### src/rtl/led_pkg.sv
// LED-64 constants, nibble matrices and GF(2^4) multiply shared by the
// encrypt and decrypt cores.
package led_pkg;

  typedef enum logic [1:0] {
    IDLE  = 2'd0,
    LOAD  = 2'd1,
    ROUND = 2'd2,
    OUT   = 2'd3
  } state_t;

  localparam logic [3:0] SBOX [16] = '{
    4'hC, 4'h5, 4'h6, 4'hB, 4'h9, 4'h0, 4'hA, 4'hD,
    4'h3, 4'hE, 4'hF, 4'h8, 4'h4, 4'h7, 4'h1, 4'h2
  };

  localparam logic [3:0] INV_SBOX [16] = '{
    4'h5, 4'hE, 4'hF, 4'h8, 4'hC, 4'h1, 4'h2, 4'hD,
    4'hB, 4'h4, 4'h6, 4'h3, 4'h0, 4'h7, 4'h9, 4'hA
  };

  localparam logic [5:0] RC [32] = '{
    6'h01, 6'h03, 6'h07, 6'h0F, 6'h1F, 6'h3E, 6'h3D, 6'h3B,
    6'h37, 6'h2F, 6'h1E, 6'h3C, 6'h39, 6'h33, 6'h27, 6'h0E,
    6'h1D, 6'h3A, 6'h35, 6'h2B, 6'h16, 6'h2C, 6'h18, 6'h30,
    6'h21, 6'h02, 6'h05, 6'h0B, 6'h17, 6'h2E, 6'h1C, 6'h38
  };

  // Inverse of the serial MixColumns matrix (A^4)^-1.
  localparam logic [3:0] MINV [4][4] = '{
    '{4'hC, 4'hC, 4'hD, 4'h4},
    '{4'h3, 4'h8, 4'h4, 4'h5},
    '{4'h7, 4'h6, 4'h2, 4'hE},
    '{4'hD, 4'h9, 4'h9, 4'hD}
  };

  // Column-0 constants fold in the 64-bit key size (0x40).
  localparam logic [3:0] AC_COL0 [4] = '{4'h4, 4'h5, 4'h2, 4'h3};

  function automatic logic [3:0] gf16_mul(input logic [3:0] a, input logic [3:0] b);
    logic [3:0] p;
    logic [3:0] aa;
    p  = 4'h0;
    aa = a;
    for (int i = 0; i < 4; i++) begin
      if (b[i]) p = p ^ aa;
      aa = {aa[2:0], 1'b0} ^ (aa[3] ? 4'h3 : 4'h0);
    end
    return p;
  endfunction

endpackage

### src/rtl/led_decrypt_core_if.sv
// Byte-serial load/stream bundle between the decryptor and its host.
interface led_decrypt_core_if;
  logic       clear;
  logic       in_valid;
  logic [7:0] in_data;
  logic       in_ready;
  logic       out_valid;
  logic [7:0] out_data;
  logic       out_ready;
  logic       busy;

  modport master (
    output clear, in_valid, in_data, out_ready,
    input  in_ready, out_valid, out_data, busy
  );

  modport slave (
    input  clear, in_valid, in_data, out_ready,
    output in_ready, out_valid, out_data, busy
  );
endinterface

### src/rtl/led_inv_round.sv
// One LED inverse round without the key XOR:
// invMixColumnsSerial, invShiftRows, invSubCells, AddConstants(rc).
module led_inv_round
  import led_pkg::*;
(
  input  logic [63:0] s_in,
  input  logic [5:0]  rc,
  output logic [63:0] s_out
);

  logic [3:0] n_in [16];
  logic [3:0] n_mc [16];
  logic [3:0] n_sr [16];

  for (genvar gi = 0; gi < 16; gi++) begin : g_nib
    localparam int R = gi / 4;
    localparam int C = gi % 4;
    logic [3:0] ac;

    assign n_in[gi] = s_in[63-4*gi -: 4];
    assign n_mc[gi] = gf16_mul(MINV[R][0], n_in[C])
                    ^ gf16_mul(MINV[R][1], n_in[4+C])
                    ^ gf16_mul(MINV[R][2], n_in[8+C])
                    ^ gf16_mul(MINV[R][3], n_in[12+C]);
    // Row r rotates right by r nibbles.
    assign n_sr[gi] = n_mc[4*R + ((C - R + 4) % 4)];

    if (C == 0) begin : g_ac_col0
      assign ac = AC_COL0[R];
    end else if (C == 1 && (R % 2) == 0) begin : g_ac_hi
      assign ac = {1'b0, rc[5:3]};
    end else if (C == 1) begin : g_ac_lo
      assign ac = {1'b0, rc[2:0]};
    end else begin : g_ac_none
      assign ac = 4'h0;
    end

    assign s_out[63-4*gi -: 4] = INV_SBOX[n_sr[gi]] ^ ac;
  end

endmodule

### src/rtl/led_decrypt_core.sv
// LED-64 block decryptor: byte-serial key and ciphertext in, one inverse
// round per cycle, byte-serial plaintext out.
module led_decrypt_core
  import led_pkg::*;
#(
  parameter int NROUNDS = 32
) (
  input  logic              clk,
  input  logic              rst_n,
  led_decrypt_core_if.slave bus
);

  localparam int RW = $clog2(NROUNDS);

  state_t        state_q;
  logic [63:0]   k_q;
  logic [63:0]   s_q;
  logic [3:0]    byte_cnt_q;
  logic [2:0]    out_cnt_q;
  logic [RW-1:0] rnd_q;
  logic          in_ready_q;
  logic          out_valid_q;
  logic          busy_q;
  logic [63:0]   s_inv;
  logic [63:0]   s_round_d;

  led_inv_round u_inv_round (
    .s_in  (s_q),
    .rc    (RC[rnd_q]),
    .s_out (s_inv)
  );

  // Key is re-added after every fourth inverse round.
  assign s_round_d = s_inv ^ ((rnd_q[1:0] == 2'b00) ? k_q : 64'h0);

  always_ff @(posedge clk or negedge rst_n) begin
    if (!rst_n) begin
      state_q     <= IDLE;
      k_q         <= '0;
      s_q         <= '0;
      byte_cnt_q  <= '0;
      out_cnt_q   <= '0;
      rnd_q       <= '0;
      in_ready_q  <= 1'b0;
      out_valid_q <= 1'b0;
      busy_q      <= 1'b0;
    end else if (bus.clear) begin
      state_q     <= IDLE;
      k_q         <= '0;
      s_q         <= '0;
      byte_cnt_q  <= '0;
      out_cnt_q   <= '0;
      rnd_q       <= '0;
      in_ready_q  <= 1'b0;
      out_valid_q <= 1'b0;
      busy_q      <= 1'b0;
    end else begin
      case (state_q)
        IDLE: begin
          state_q    <= LOAD;
          in_ready_q <= 1'b1;
        end
        LOAD: begin
          if (bus.in_valid && in_ready_q) begin
            byte_cnt_q <= byte_cnt_q + 4'd1;
            if (!byte_cnt_q[3]) begin
              k_q <= {k_q[55:0], bus.in_data};
            end else if (byte_cnt_q == 4'hF) begin
              s_q        <= {s_q[55:0], bus.in_data} ^ k_q;
              rnd_q      <= RW'(NROUNDS - 1);
              state_q    <= ROUND;
              in_ready_q <= 1'b0;
              busy_q     <= 1'b1;
            end else begin
              s_q <= {s_q[55:0], bus.in_data};
            end
          end
        end
        ROUND: begin
          s_q <= s_round_d;
          if (rnd_q == '0) state_q <= OUT;
          else             rnd_q   <= rnd_q - RW'(1);
        end
        OUT: begin
          // First OUT cycle only raises out_valid; bytes move after that.
          if (!out_valid_q) begin
            out_valid_q <= 1'b1;
          end else if (bus.out_ready) begin
            s_q       <= {s_q[55:0], 8'h00};
            out_cnt_q <= out_cnt_q + 3'd1;
            if (out_cnt_q == 3'd7) begin
              state_q     <= IDLE;
              out_valid_q <= 1'b0;
              busy_q      <= 1'b0;
              k_q         <= '0;
            end
          end
        end
        default: state_q <= IDLE;
      endcase
    end
  end

  assign bus.in_ready  = in_ready_q;
  assign bus.out_valid = out_valid_q;
  assign bus.out_data  = s_q[63:56];
  assign bus.busy      = busy_q;

endmodule

### src/flat_wrapper.sv
// flat-port wrapper written by rule: the top's interface ports become plain ports
module led_decrypt_core_flat import led_pkg::*;
#(
  parameter int NROUNDS = 32
)
  (clk, rst_n, bus_clear, bus_in_valid, bus_in_data, bus_out_ready, bus_in_ready, bus_out_valid, bus_out_data, bus_busy);
  led_decrypt_core_if bus_i ();
  input  logic clk;
  input  logic rst_n;
  input wire logic [$bits(bus_i.clear)-1:0] bus_clear;
  input wire logic [$bits(bus_i.in_valid)-1:0] bus_in_valid;
  input wire logic [$bits(bus_i.in_data)-1:0] bus_in_data;
  input wire logic [$bits(bus_i.out_ready)-1:0] bus_out_ready;
  output wire logic [$bits(bus_i.in_ready)-1:0] bus_in_ready;
  output wire logic [$bits(bus_i.out_valid)-1:0] bus_out_valid;
  output wire logic [$bits(bus_i.out_data)-1:0] bus_out_data;
  output wire logic [$bits(bus_i.busy)-1:0] bus_busy;
  assign bus_i.clear = bus_clear;
  assign bus_i.in_valid = bus_in_valid;
  assign bus_i.in_data = bus_in_data;
  assign bus_i.out_ready = bus_out_ready;
  assign bus_in_ready = bus_i.in_ready;
  assign bus_out_valid = bus_i.out_valid;
  assign bus_out_data = bus_i.out_data;
  assign bus_busy = bus_i.busy;
  led_decrypt_core #(.NROUNDS(NROUNDS)) u_core (.clk(clk), .rst_n(rst_n), .bus(bus_i));
endmodule
### config.mk
export PLATFORM = sky130hd
export DESIGN_NAME = led_decrypt_core_flat
export DESIGN_NICKNAME = d
export VERILOG_FILES = /design/src/rtl/led_pkg.sv /design/src/rtl/led_decrypt_core_if.sv /design/src/rtl/led_inv_round.sv /design/src/rtl/led_decrypt_core.sv /design/src/flat_wrapper.sv
export SDC_FILE = /design/constraint.sdc
export NUM_CORES = 1
export LEC_CHECK = 0
export BUFFER_PORTS_ARGS = -buffer_cell sky130_fd_sc_hd__buf_2
export CORE_ASPECT_RATIO = 0.75
export CORE_MARGIN = 1
export CORE_UTILIZATION = 55
export DETAILED_ROUTE_END_ITERATION = 6
export PLACE_DENSITY_LB_ADDON = 0.2
export SLEW_MARGIN = 25
export SYNTH_ARGS = -nofsm -noshare
export SYNTH_HDL_FRONTEND = slang
export SYNTH_SLANG_ARGS = --single-unit
### constraint.sdc
create_clock -name clk -period 4.4 [get_ports clk]
set_input_delay 0.44 -clock clk [delete_from_list [all_inputs] [get_ports clk]]
set_output_delay 0.44 -clock clk [all_outputs]
set_load 0.1 [all_outputs]
==> results of run 1 <==
==> Yosys cell counts, types with 41 or more instances <==
master / number / share of area (%)
clkbuf_1: 89 / 2.2
dfrtp_1: 145 / 24
inv_1: 116 / 2.9
nor2_1: 49 / 1.2
o22ai_1: 60 / 2.5
nand2_1: 259 / 6.4
o21ai_0: 114 / 3.8
a22oi_1: 51 / 2.5
a31oi_1: 60 / 2.5
xor2_1: 66 / 3.8
ha_1: 86 / 7.1
xnor2_1: 167 / 9.7
a21oi_1: 94 / 3.1
o21ai_1: 41 / 1.4
==> path summary, 6_finish.rpt <==
kind                           startpoint              endpoint  slack [ns]  cells after the start
min in group clk           bus_in_data[0]         u_core.k_q[0]        0.26                      3
max in group asynchronous           rst_n        u_core.s_q[11]        3.31                      2
max                        u_core.s_q[60]         u_core.s_q[3]        0.95                      8
min                                 rst_n  u_core.byte_cnt_q[1]         0.1                      1
max reg2reg                u_core.s_q[60]         u_core.s_q[3]        0.95                      8
min reg2reg                 u_core.k_q[4]         u_core.k_q[4]        0.54                      2
==> registers in the layout, indices dropped and copies added, names as in the netlist <==
name	cells
u_core.state_q	2
u_core.bus.busy	1
u_core.bus.in_ready	1
u_core.byte_cnt_q	4
u_core.s_q	64
u_core.out_cnt_q	3
u_core.rnd_q	5
u_core.k_q	64
u_core.bus.out_valid	1
==> area by class of cell <==
type	count	area, µm²	share of cell area (%)
Clock inverter	14	106	0.666
Timing Repair Buffer	48	379	2.37
Multi-Input combinational cell	1377	10500	65.9
Sequential cell	145	3630	22.7
Tap cell	351	439	2.75
Clock buffer	18	439	2.75
Inverter	120	450	2.82
==> kinds of logic after synthesis <==
group | Yosys count | share of synthesized area (%)
compound gates | 511 | 21.0
xor+xnor | 311 | 24.4
fa+ha+maj | 86 | 7.12
buf+inv | 252 | 6.73
flops | 145 | 24.0
mux | 59 | 5.15
simple gates | 410 | 11.6
==> per-layer routing <==
layer,global-route usage [%],wire [µm]
met5,0,0
met4,8.44,915
met3,9.46,5180
met2,45.7,18500
met1,48.2,20400
==> through the flow <==
step / worst slack [ns] / utilization [%] / cells / cell area, µm²
floorplan: 1.30 / - / 1774 / 15100
global placement: 1.10 / 57.0 / 2040 / 15400
detailed placement: 1.02 / 57.0 / 2040 / 15400
CTS: 0.991 / 59.0 / 2072 / 15900
global route: 0.825 / 59.1 / 2073 / 16000
finish: 0.951 / 59.1 / 2073 / 16000
==> worst max-delay path: stages (launching register included) <==
cell,delay (ns)
dfrtp_1,0.48
xnor2_2,0.35
xnor3_2,0.58
xnor2_1,0.44
ha_1,0.39
mux4_2,0.51
xor2_1,0.18
a22o_1,0.22
a22o_1,0.19
==> results by group, run 1 <==
Die
  – Die area: 28200 µm²
  – I/O pin cnt: 24
  – Initial core utilization: roughly 56%
  – Row cnt: between 50 and 60
  – Die H: 146 µm
  – Core region area: between 20000 and 30000 µm²
  – Die Wd: about 190 µm

Timing
  – Final Cycle Share: between 70% and 80%
  – Clk_skew: between 0.01 and 0.015 ns
  – Slew @ Worst Pin: 0.995 ns
  – Worst Hold Margin: 0.0983 ns
  – Max Freq: between 200 and 300 MHz
  – Final hold violations: 0
  – Unrepaired setup endpoints after global routing: false
  – Max-slew violation count: 0
  – Worst slew margin: 33.5%
  – Post-route setup TNS: 0 ns
  – Post-layout minimum cycle time: 3.45 ns
  – Setup violators final: 0

Worst hold path
  – HP Class: in -> async

Run status
  – Failing checks: design-rule violations
  – Status: finished, violations left

Clocking
  – H-tree levels: 4
  – Worst-path clk slew: 0.07 ns
  – Inserted Clock Buffers: 17
  – Clk_lat worst skew: 0.45 ns
  – Max Root-Sink Buffers: 2
  – CTS Root Cell: clkbuf_16
  – CTS tree: done
  – Post-CTS Setup Inserts: 0
  – Resize count post-CTS: 0
  – Clk sink count: between 100 and 150
  – CTS Hold Buffers Added: 0

Worst setup path
  – Critical path type: reg -> reg
  – WP data required: 4.74 ns
  – Crit. End Element: flip-flop
  – CP Max Fanout: 16
  – Critical path launch point type: flip-flop
  – WP data arrival: 3.78 ns

Yosys
  – Post-synthesis sequential area ratio: 24.0%
  – Async SR Flop Fraction: 100%
  – Syn nets: roughly 1900
  – Mapped Cells: 1774
  – Main synth FF type: dfrtp_1
  – Syn Area/Cell: 8.52 µm²
  – Distinct cells, synth: 75
  – Number of synthesized flops with an enable pin: 0
  – Synth warn: 0
  – Flop and latch count out of synthesis: 145
  – Synth Cell Area: 15100 µm²

Global routing
  – GR Util All Layers: 32.4%
  – Initial antenna violation count: 0
  – Vias in the first global route: 12100
  – Final global-route overflow total: 0
  – First-pass GRT wire length: 70600 µm
  – Maximum number of pins on one net before global-route repair: 123

Route
  – Routed wire length: 45000 µm
  – ANT nets after route: 0
  – Via-per-instance ratio: 6.25
  – Starting DRT DRC Count: between 1500 and 2000
  – Drt wl/cell: 21.7 µm
  – First-pass iteration count of the detailed router: 7
  – Via count: 12900
  – DRC: 3

Finish
  – Commonest non-fill, non-tap cell in the layout: nand2_1
  – Layout cell share with drive strength beyond 1: 9.23%
  – # fillers: about 2300
  – Final Net Count: 1808
  – Diode count: 0
  – Most frequent cells in the layout: 259 x nand2_1, 167 x xnor2_1, 145 x dfrtp_1
  – Synth-to-Final Area Change: 5.63%

Job
  – Max Cap Viol: 0

Place
  – Final RePlAce weighted congestion: 0.966
  – Port Buf Inserts: 23
  – Hpwl dp: 32100 µm
Power of run 1 is left out: the tool's default activity adds up to more than one toggle a clock period on the data nets, which glitch-free logic cannot reach.
==> run 2: changes to the inputs <==
Clock period 4.4 ns to 3.58 ns, I/O delays scaled along.
==> results by group, run 2 (synthesis results as in run 1) <==
Worst setup path
  – Reg2Reg Depth: 10 (was 8)
  – Buf/Inv on CP: 1 (was 0)
  – Crit. End Element: flip-flop (unchanged)
  – WP data required: 3.90 ns (was 4.74 ns)
  – Critical path type: reg -> reg (unchanged)
  – CP Max Fanout: 5 (was 16)
  – End of the worst register-to-register path: u_core.s_q[16] (was u_core.s_q[3])
  – WP data arrival: 3.66 ns (was 3.78 ns)
  – Crit path max-delay family: XOR/XNOR gates (unchanged)
  – CP max stage cell: xnor3_1 (was xnor3_2)
  – Reg2reg start: u_core.s_q[40] (was u_core.s_q[60])
  – CP dominant cell by count: xnor2_1 (was a22o_1)
  – Critical path launch point type: flip-flop (unchanged)
  – Setup slack, reg-to-reg: 0.24 ns (was 0.95 ns)
  – CP peak stage delay: 0.56 ns (was 0.58 ns)
  – Critical Path, Cell by Cell: xnor2_2, xnor3_1, xnor2_1, inv_1, ha_1, or2_2, mux2i_1, xnor2_1, nor3_1, a311o_1 (was xnor2_2, xnor3_2, xnor2_1, ha_1, mux4_2, xor2_1, a22o_1, a22o_1)

Route
  – Drt wl/cell: 21.5 µm (was 21.7 µm)
  – DRC: 2 (was 3)
  – First-pass iteration count of the detailed router: 7 (unchanged)
  – Routed wire length: 45600 µm (was 45000 µm)
  – Starting DRT DRC Count: 1533 (was 1626)
  – Via-per-instance ratio: 6.28 (was 6.25)
  – Via count: 13300 (was 12900)
  – ANT nets after route: 0 (unchanged)

Place
  – Hpwl dp: 33100 µm (was 32100 µm)
  – Final RePlAce weighted congestion: 0.934 (was 0.966)
  – Port Buf Inserts: 23 (unchanged)

Die
  – Die H: 146 µm (unchanged)
  – Row cnt: 52 (unchanged)
  – Die Wd: 193 µm (unchanged)
  – Initial core utilization: 56.0% (unchanged)
  – I/O pin cnt: 24 (unchanged)
  – Core region area: 27000 µm² (unchanged)
  – Die area: 28200 µm² (unchanged)

Worst hold path
  – HP Class: in -> async (unchanged)

Clocking
  – Post-CTS Setup Inserts: 0 (unchanged)
  – CTS Root Cell: clkbuf_16 (unchanged)
  – Max Root-Sink Buffers: 2 (unchanged)
  – CTS tree: done (unchanged)
  – H-tree levels: 4 (unchanged)
  – Resize count post-CTS: 0 (unchanged)
  – Clk sink count: 145 (unchanged)
  – Clk_lat worst skew: 0.45 ns (about the same)
  – Inserted Clock Buffers: 17 (unchanged)
  – Worst-path clk slew: 0.07 ns (about the same)
  – CTS Hold Buffers Added: 0 (unchanged)

Timing
  – Max-slew violation count: 0 (unchanged)
  – Worst Hold Margin: -0.0287 ns (was 0.0983 ns)
  – Slew @ Worst Pin: 0.876 ns (was 0.995 ns)
  – Max Freq: 300 MHz (was 290 MHz)
  – Post-layout minimum cycle time: 3.34 ns (was 3.45 ns)
  – Clk_skew: 0.0144 ns (was 0.0130 ns)
  – Setup violators final: 0 (unchanged)
  – Final Cycle Share: 93.3% (was 78.4%)
  – Worst slew margin: 41.6% (was 33.5%)
  – Final hold violations: 8 (was 0)
  – Unrepaired setup endpoints after global routing: false (unchanged)
  – Post-route setup TNS: 0 ns (unchanged)

Finish
  – Regs by FF count: u_core.k_q: 64 flops, u_core.s_q: 64 flops, u_core.rnd_q: 5 flops (unchanged)
  – Layout cell share with drive strength beyond 1: 11.4% (was 9.23%)
  – Final Net Count: 1853 (was 1808)
  – Commonest non-fill, non-tap cell in the layout: nand2_1 (unchanged)
  – Most frequent cells in the layout: 259 x nand2_1, 167 x xnor2_1, 145 x dfrtp_1 (unchanged)
  – Diode count: 0 (unchanged)
  – Synth-to-Final Area Change: 8.84% (was 5.63%)

Run status
  – Failing checks: design-rule violations, negative hold slack (was design-rule violations)
  – Status: finished, violations left (unchanged)

Global routing
  – Vias in the first global route: 12300 (was 12100)
  – Maximum number of pins on one net before global-route repair: 129 (was 123)
  – Initial antenna violation count: 0 (unchanged)
  – Final global-route overflow total: 0 (unchanged)
  – First-pass GRT wire length: 71800 µm (was 70600 µm)
  – GR Util All Layers: 32.9% (was 32.4%)

Job
  – Max Cap Viol: 0 (unchanged)
-- run 2: changes by cell type in the layout (fill, tap and decap cells not counted), sizes merged --
cell      delta
bufinv       +6
clkbuf       +1
clkinv       -4
clkinvlp     -2
buf         +45
inv          -2
-- run 2: worst register-to-register path: cells and delay by family (launching register included) --
kind                       cells  cell delay [ns]
AOI/OAI and AO/OA              1             0.33
xor gates and xnor gates       4             1.48
adders and majority gates      1             0.25
buffers and inverters          1             0.15
DFF                            1             0.48
muxes                          1             0.18
and+or+nand+nor                2             0.36
-- run 2: layout make-up --
type	count	area, µm²
clock buffers	19	433
fillers	2297	10500
inverters	120	450
multi-input cells	1377	10500
well taps	351	439
flip-flops and latches	145	3630
clock inverters	12	230
repair buffers	93	747
-- run 2: worst max-delay path by stage --
stage	cells after the start	endpoint	slack, ns	from
after global placement	10	u_core.s_q[16]	0.42	u_core.s_q[40]
after floorplan	9	u_core.s_q[3]	0.48	u_core.s_q[60]
after global routing	10	u_core.s_q[16]	0.09	u_core.s_q[40]
after CTS	10	u_core.s_q[16]	0.29	u_core.s_q[40]
after detailed placement	10	u_core.s_q[16]	0.30	u_core.s_q[40]
final	10	u_core.s_q[16]	0.24	u_core.s_q[40]
-- run 2: per-stage QoR --
stage	cells	hold WS (ns)	cell area (µm²)	utilization [%]	setup slack, ns
after floorplan	1774	0.0624	15100	-	0.478
after global placement	2086	0.494	15800	58.5	0.420
after detailed placement	2086	0.487	15800	58.5	0.296
after CTS	2117	0.0217	16500	60.9	0.285
after global routing	2117	0.0387	16500	60.9	0.0860
final	2117	-0.0287	16500	60.9	0.241
-- run 2: per-layer routing --
metal  GRT usage, %  wire, µm
met5           1.85        71
met4           8.40       931
met3           12.2      5650
met2           46.4     18700
met1           47.1     20200
Power of run 2 is left out for the same reason.
